$ cat src/rtl/alu_issue_stage.sv
`default_nettype none
// +--------------------------------------------------------------------------+
// | alu_issue_stage: RV32I ALU decode/issue with a 2-entry skid buffer        |
// | Revision: 1.0                                                             |
// +--------------------------------------------------------------------------+
module alu_issue_stage #(
  parameter int XLEN = 32
) (
  input  logic            clock,
  input  logic            reset,
  input  logic            flush,
  input  logic            in_valid,
  output logic            in_ready,
  input  logic [XLEN-1:0] instruction,
  input  logic [XLEN-1:0] pc,
  input  logic [XLEN-1:0] rs1_data,
  input  logic [XLEN-1:0] rs2_data,
  output logic            out_valid,
  input  logic            out_ready,
  output logic [5:0]      ALU_Control,
  output logic [XLEN-1:0] operand_A,
  output logic [XLEN-1:0] operand_B,
  output logic            illegal
);

  typedef struct packed {
    logic [5:0]      ctrl;
    logic [XLEN-1:0] a;
    logic [XLEN-1:0] b;
    logic            ill;
  } entry_t;

  typedef enum logic [1:0] {
    EMPTY = 2'd0,
    ONE   = 2'd1,
    FULL  = 2'd2
  } state_e;

  localparam logic [6:0] OPC_LUI    = 7'b0110111;
  localparam logic [6:0] OPC_AUIPC  = 7'b0010111;
  localparam logic [6:0] OPC_LOAD   = 7'b0000011;
  localparam logic [6:0] OPC_STORE  = 7'b0100011;
  localparam logic [6:0] OPC_OPIMM  = 7'b0010011;
  localparam logic [6:0] OPC_OP     = 7'b0110011;
  localparam logic [6:0] OPC_BRANCH = 7'b1100011;
  localparam logic [6:0] OPC_JAL    = 7'b1101111;
  localparam logic [6:0] OPC_JALR   = 7'b1100111;
  localparam logic [6:0] F7_ZERO    = 7'b0000000;
  localparam logic [6:0] F7_ALT     = 7'b0100000;

  logic [6:0]      opcode;
  logic [2:0]      funct3;
  logic [6:0]      funct7;
  logic [XLEN-1:0] imm_i, imm_s, imm_u, shamt, pc_plus4;
  logic            bad;
  entry_t          dec;

  assign opcode   = instruction[6:0];
  assign funct3   = instruction[14:12];
  assign funct7   = instruction[31:25];
  assign imm_i    = {{20{instruction[31]}}, instruction[31:20]};
  assign imm_s    = {{20{instruction[31]}}, instruction[31:25], instruction[11:7]};
  assign imm_u    = {instruction[31:12], 12'b0};
  assign shamt    = {27'b0, instruction[24:20]};
  assign pc_plus4 = pc + 32'd4;

  always_comb begin
    dec = '0;
    bad = 1'b0;
    case (opcode)
      OPC_LUI:   dec.b = imm_u;
      OPC_AUIPC: begin dec.a = pc;       dec.b = imm_u; end
      OPC_LOAD:  begin dec.a = rs1_data; dec.b = imm_i; end
      OPC_STORE: begin dec.a = rs1_data; dec.b = imm_s; end
      OPC_OPIMM: begin
        dec.a    = rs1_data;
        dec.b    = imm_i;
        dec.ctrl = {3'b000, funct3};
        if (funct3 == 3'b001) begin
          dec.b = shamt;
          bad   = (funct7 != F7_ZERO);
        end else if (funct3 == 3'b101) begin
          dec.b = shamt;
          if (funct7 == F7_ALT) dec.ctrl = {3'b001, funct3};
          else                  bad      = (funct7 != F7_ZERO);
        end
      end
      OPC_OP: begin
        dec.a = rs1_data;
        dec.b = rs2_data;
        // Alternate funct7 is only meaningful for SUB and SRA.
        if (funct7 == F7_ZERO)
          dec.ctrl = {3'b000, funct3};
        else if (funct7 == F7_ALT && (funct3 == 3'b000 || funct3 == 3'b101))
          dec.ctrl = {3'b001, funct3};
        else
          bad = 1'b1;
      end
      OPC_BRANCH: begin
        dec.a = rs1_data;
        dec.b = rs2_data;
        case (funct3)
          3'b000:  dec.ctrl = 6'b010000;
          3'b001:  dec.ctrl = 6'b010001;
          3'b100:  dec.ctrl = 6'b000010;
          3'b101:  dec.ctrl = 6'b010101;
          3'b110:  dec.ctrl = 6'b010110;
          3'b111:  dec.ctrl = 6'b010111;
          default: bad = 1'b1;
        endcase
      end
      OPC_JAL: begin dec.ctrl = 6'b011111; dec.a = pc_plus4; end
      OPC_JALR: begin
        dec.ctrl = 6'b111111;
        dec.a    = pc_plus4;
        bad      = (funct3 != 3'b000);
      end
      default: bad = 1'b1;
    endcase
    if (bad) begin
      dec     = '0;
      dec.ill = 1'b1;
    end
  end

  state_e state_q, state_d;
  entry_t head_q, head_d, skid_q, skid_d;
  logic   in_ready_q, in_ready_d;
  logic   push, pop;

  assign out_valid   = (state_q != EMPTY);
  assign in_ready    = in_ready_q;
  assign push        = in_valid & in_ready_q;
  assign pop         = out_valid & out_ready;
  assign ALU_Control = head_q.ctrl;
  assign operand_A   = head_q.a;
  assign operand_B   = head_q.b;
  assign illegal     = head_q.ill;

  always_comb begin
    state_d = state_q;
    head_d  = head_q;
    skid_d  = skid_q;
    if (flush) begin
      state_d = EMPTY;
    end else begin
      case (state_q)
        EMPTY: if (push) begin head_d = dec; state_d = ONE; end
        ONE: begin
          if (push && pop)  head_d = dec;
          else if (push)    begin skid_d = dec; state_d = FULL; end
          else if (pop)     state_d = EMPTY;
        end
        FULL: if (pop) begin head_d = skid_q; state_d = ONE; end
        default: state_d = EMPTY;
      endcase
    end
    // Ready is registered from the next state so it never depends on out_ready.
    in_ready_d = (state_d != FULL);
  end

  always_ff @(posedge clock) begin
    if (!reset) begin
      state_q    <= EMPTY;
      head_q     <= '0;
      skid_q     <= '0;
      in_ready_q <= 1'b1;
    end else begin
      state_q    <= state_d;
      head_q     <= head_d;
      skid_q     <= skid_d;
      in_ready_q <= in_ready_d;
    end
  end

endmodule
`default_nettype wire

$ cat config.mk
export PLATFORM = sky130hd
export DESIGN_NAME = alu_issue_stage
export DESIGN_NICKNAME = d
export VERILOG_FILES = /design/src/rtl/alu_issue_stage.sv
export SDC_FILE = /design/constraint.sdc
export NUM_CORES = 1
export LEC_CHECK = 0
export ABC_AREA = 1
export BUFFER_PORTS_ARGS = -buffer_cell sky130_fd_sc_hd__clkbuf_2
export CAP_MARGIN = 15
export CELL_PAD_IN_SITES_DETAIL_PLACEMENT = 0
export CELL_PAD_IN_SITES_GLOBAL_PLACEMENT = 2
export CORE_MARGIN = 8
export CORE_UTILIZATION = 25
export DETAILED_ROUTE_END_ITERATION = 8
export PLACE_DENSITY = 0.87
export RECOVER_POWER = 100
export SLEW_MARGIN = 5
export SYNTH_ARGS = -nofsm -noshare
export SYNTH_HDL_FRONTEND = slang
export SYNTH_SLANG_ARGS = --single-unit
$ cat constraint.sdc
create_clock -name clock -period 1.55 [get_ports clock]
set_input_delay 0.155 -clock clock [delete_from_list [all_inputs] [get_ports clock]]
set_output_delay 0.155 -clock clock [all_outputs]
set_load 0.005 [all_outputs]
# Yosys cells after proc, flatten, opt, wreduce, memory -nomap -nowiden
# Cells that the tools add are included.
[totals]
ff_bits = 145
in_bits = 133
out_inout_bits = 73
elab_cells = 84
[op_classes]
add_sub_neg = 1
eq_ne = 21
mux = 30
n_bitwise = 4
n_reduce_logical = 18
[ops]
columns = ["op", "count"]
rows = [
  ["71-bit two-way mux", 4],
  ["71-bit case mux with 3 select lines", 1],
  ["32-bit case mux with 5 select lines", 1],
  ["32-bit case mux with 3 select lines", 1],
  ["32-bit two-way mux", 2],
  ["32-bit by 3-bit adder with 32-bit output (second input constant)", 1],
  ["5-bit case mux with 6 select lines", 1],
  ["6-bit case mux with 5 select lines", 1],
  ["7-bit by 6-bit equality test with 1-bit output (second input constant)", 4],
  ["7-bit equality test (second input constant)", 3],
  ["6-bit two-way mux", 3],
  ["7-bit by 5-bit equality test with 1-bit output (second input constant)", 2],
  ["3-bit equality test (second input constant)", 4],
  ["2-bit two-way mux", 6],
  ["5-bit OR reduction", 2],
  ["4-bit two-way mux", 2],
  ["2-bit != test (second input constant)", 4],
  ["7-bit by 2-bit equality test with 1-bit output (second input constant)", 1],
  ["7-bit logical NOT", 1],
  ["7-bit nonzero test", 1],
  ["1-bit two-way mux", 6],
  ["2-bit case mux with 3 select lines", 1],
  ["3-bit nonzero test", 2],
  ["2-bit OR reduction", 3],
  ["14 further kinds", 17],
]

# Depth between registers and ports, before layout
[depth]
depth_word = 9
depth_mapped = 13
ltp_nobuf = 13

# Worst setup path after synthesis
# OpenSTA, ideal clock, no wires.
[synth_path]
path_kind = "reg2reg"
start = "register state_q[1]"
end = "register head_q (netlist bit operand_A[25])"
setup_ps = 72
t_arrival_ps = 1504
t_required_ps = 1478
path_slack_ps = -26
path_stages_with_launch = 9
path_buffers = 2
synth_period_minus_slack_ps = 1576
path_cell_list = "dfxtp_1 nor2_1 o21ai_0 nor2_1 inv_2 clkbuf_1 clkbuf_1 nand2_1 a21oi_1"
[synth_via]
elab_chain_cells = 5
elab_cells_between_ends = 12
classes_between = "eq/ne: 5; mux: 1; bitwise: 1; reduce/logical: 5"
[synth_lines]
columns = ["item", "line_no", "rtl"]
rows = [
  ["start: declaration", "126", "state_e state_q, state_d;"],
  ["start signal: assignment", "169", "state_q <= state_d;"],
  ["2-bit nonzero test", "131", "assign out_valid = (state_q != EMPTY);"],
  ["1-bit bitwise AND", "134", "assign pop = out_valid & out_ready;"],
  ["1-bit logical AND", "150", "if (push && pop) head_d = dec;"],
  ["2-bit != test (no source line)", "-", ""],
  ["5-bit AND reduction (no source line)", "-", ""],
  ["end signal: assignment", "165", "head_q <= '0;"],
  ["end signal: assignment", "170", "head_q <= head_d;"],
  ["end: declaration", "127", "entry_t head_q, head_d, skid_q, skid_d;"],
]
# Parallel ways exist; a longest one is shown, timed or not.
# A chain may end at the register's enable or synchronous reset.

# Worst setup path in the final report
[layout_path]
start = "register in_ready_q (netlist: in_ready)"
end = "register head_q (netlist bit operand_A[16])"
[layout_via]
elab_chain_cells = 4
elab_cells_between_ends = 5
classes_between = "eq/ne: 2; bitwise: 1; reduce/logical: 2"
[layout_lines]
columns = ["item", "line_no", "rtl"]
rows = [
  ["start: declaration", "128", "logic in_ready_q, in_ready_d;"],
  ["start signal: assignment", "172", "in_ready_q <= in_ready_d;"],
  ["1-bit bitwise AND *", "133", "assign push = in_valid & in_ready_q;"],
  ["1-bit logical AND", "150", ""],
  ["2-bit != test (no source line)", "-", ""],
  ["5-bit AND reduction (no source line) *", "-", ""],
]
# Every way passes the cells marked *; elsewhere a longest branch is shown, timed or not.

==> run_results.csv <==
group,metric,value,unit
timing,setup_tns,0,ps
place,gp_congestion,0.9039,
final_layout,fin_area,0.01139,mm^2
timing,grt_setup_unrepaired,"true",
pwr,power_leakage,5.222,nW
critical_path,r2r_slack,70,ps
timing,worst_slew_pin_slew,428.9,ps
pwr,p_seq_share,42.8,%
timing,relSlewSlack,71.41,%
synthesis,synth_top_cell_by_area,"dfxtp_1",
clock_network,cts_tree,"built",
place,portBuffers,205,
synthesis,synth_most_common_cell,"nand2_1",
synthesis,yosysWarnings,0,
grt,first_global_vias,9346,
synthesis,synth_edf_count,0,
grt,grt_max_degree,109,
final_layout,nets,1744,
min_path,hold_depth,4,
place,dp_cells,1985,
floorplanning,initial_core_util,25.08,%
pwr,ir_worst_vdd,720.2,uV
timing,max_freq,0.6740,GHz
floorplanning,die_y,195.7,um
synthesis,ys_ff_latch,145,
detailed_routing,dr.pass1.iters,5,
pwr,p_clk_share,43.6,%
pwr,swShare,27.39,%
synthesis,synth-seq-area-share,35.94,%
synthesis,async_reset_ff_share,0,%
timing,hold_violations,0,
timing,setup_viol,0,
critical_path,arrival,1840,ps
floorplanning,die_w,195.7,um
critical_path,cp_top_family,"buffers and inverters",
detailed_routing,drt_iter0_drc,623,
final_layout,n_fill_cell,3540,
detailed_routing,vias,9704,
min_path,worstHoldStart,"flush",
synthesis,ys_types,30,
critical_path,critPathRequiredTime,1910,ps
pwr,switchingPower,2.474,mW
timing,finalCritPeriodShare,95.73,%
clock_network,ctsHoldBuffers,0,
pwr,powerDensity,793.0,mW/mm^2
synthesis,synth_top_flop_cell,"dfxtp_1",
floorplanning,die_area,0.03831,mm^2
floorplanning,row_count,66,
grt,grt_first_pass_wirelength,52500,um
grt,grt_usage,17.27,%
timing,fin_skew,7.448,ps
critical_path,critPathSlowestCell,"dfxtp_2",
critical_path,regToRegStartpoint,"in_ready",
clock_network,clock_latency,430,ps
clock_network,htree_levels,4,
detailed_routing,wl,35180,um
detailed_routing,wire_per_inst,17.32,um
detailed_routing,via_per_inst,4.778,
final_layout,layoutNonFillerInstCount,2031,
min_path,whs_endpoint,"state_q[0]",
synthesis,synth_cells,1311,
critical_path,reg2reg_depth,9,
timing,min_period,1484,ps
synthesis,yosysTopAreaCellShare,35.94,%
final_layout,area_delta_synth_final,41.04,%
critical_path,r2r-end,"operand_A[16]",
critical_path,crit_chain,"nand2_2, inv_2, o21ai_1, nor2_2, bufinv_8, buf_12, buf_6, nand2_1, a21oi_1",
clock_network,clk_pin_slew_worst_paths,60,ps
detailed_routing,route.detailed.drc,0,
synthesis,syn_area,0.008076,mm^2
floorplanning,coreArea,0.03221,mm^2
clock_network,cts_sinks,145,
min_path,hold_path_class,"input pin to flop",
final_layout,drive_above_1_share,22.81,%
critical_path,cp-end-kind,"flop",
place,dp_hpwl,25060,um
run,drv_cap,0,
critical_path,crit_path_max_incr_delay,320,ps
clock_network,cts_root_buffer,"clkbuf_16",
synthesis,synthTopCellsByArea,"dfxtp_1 36%, nand2_1 18%, a21oi_1 12%, nand3_1 8.4%, o21ai_0 7.3%",
critical_path,crit_buf_inv,4,
floorplanning,io_pins,206,
timing,drv_slew,0,
pwr,comb_power_share,13.6,%
status,status,"finished clean",
synthesis,synth_nets,1445,
grt,grt_antenna_before_repair,1,
clock_network,cts_buffers,17,
detailed_routing,antenna_left,0,
critical_path,critical_path_class,"flop to flop",
critical_path,timing.critical_path.fanout_max,9,
place,place_area,0.01059,mm^2
clock_network,clockBufferDepth,2,
synthesis,avgSynthCellArea,6.161,um^2
synthesis,netlist_top_cells_count,"381 x nand2_1, 191 x a21oi_1, 145 x dfxtp_1, 145 x nor2_1, 135 x nand3_1",
critical_path,cp-start-kind,"flop",
pwr,intPower,6.559,mW
grt,grt.overflow.total,0,
cell families after synthesis:
logic type / after synthesis / synth area share [%]
buf+inv: 145 / 7.157
simple gates: 682 / 34.83
compound gates: 338 / 21.92
flops: 145 / 35.94
fa+ha+maj: 1 / 0.1549
area by class of cell:
cell class	instances	area (um^2)	area share, %
inverters	58	235.2	2.065
repair inverters	1	6.256	0.05492
clock inverters	12	111.4	0.9776
multi-input cells	1021	4663	40.94
well taps	408	510.5	4.482
flip-flops and latches	145	2907	25.52
clock buffers	19	432.9	3.801
repair buffers	366	2522	22.14
diodes	1	2.502	0.02197
placed cells by master (no fill, tap or decap), types with 6 or more instances in the layout:
master	netlist	layout
nor2_2	3	7
o21bai_1	7	7
dfxtp_1	145	142
nand2_1	381	377
a22o_1	6	6
nand3_1	135	134
a21oi_1	191	188
clkinvlp_4	0	6
clkbuf_2	0	138
clkbuf_16	0	23
o21ai_0	117	114
buf_12	0	15
clkbuf_1	65	66
inv_1	53	51
o211ai_1	11	11
nor2_1	145	138
buf_4	5	133
per-stage QoR:
stage	setup slack, ps	util, %	total power [mW]	hold WS, ps
2_1_floorplan	-21.18	-	4.393	337.7
3_3_place_gp	-324.7	32.88	5.071	454.0
3_5_place_dp	-341.1	32.88	5.072	458.5
4_1_cts	0.8362	34.58	9.050	36.97
5_1_grt	-27.70	35.36	9.434	54.65
6_report	66.25	35.37	9.032	46.74
worst max-delay path by stage:
stage,start,endpoint,slack (ps),depth (start not counted)
6_report,in_ready,operand_A[16],70,9
5_1_grt,in_ready,operand_A[16],-30,9
4_1_cts,state_q[1],operand_B[2],0.8,6
3_5_place_dp,instruction[3],operand_A[10],-340,15
3_3_place_gp,instruction[3],operand_A[10],-320,15
2_1_floorplan,state_q[1],operand_A[16],-20,8
sequential cells by signal, summed over array words and instances (netlist names):
name,cells
skid_q,71
state_q,2
operand_B,32
ALU_Control,6
operand_A,32
in_ready,1
illegal,1
power groups by stage:
stage	Sequential [mW]	Clock, mW	Combinational, mW
finish	3.86	3.94	1.23
floorplan	3.94	0	0.452
global route	3.87	4.20	1.36
detailed placement	3.94	0	1.13
CTS	3.86	4.05	1.14
global placement	3.95	0	1.12
worst min-delay path, cell delays in order:
cell      delay [ps]
clkbuf_2          90
inv_1             40
nand4_1           80
a21oi_1           60
repair_timing:
| action | in CTS | in global routing |
|---|---|---|
| pin swaps | 0 | 3 |
| buffers inserted | 0 | 5 |
| setup endpoints to repair | 21 | 72 |
| gates resized for setup | 2 | 40 |
| cloned | 0 | 9 |
routing by layer:
layer | GRT usage (%) | wire (um) | up-vias | part of all wire [%]
li1 | - | - | 4955 | -
met1 | 22.62 | 16440 | 4416 | 47
met3 | 3.975 | 1984 | 35 | 5.6
met5 | 0 | 13 | - | 0.037
met4 | 4.071 | 595 | 2 | 1.7
met2 | 28.42 | 16150 | 296 | 46
No activity file was read; power rests on OpenSTA's default activity.
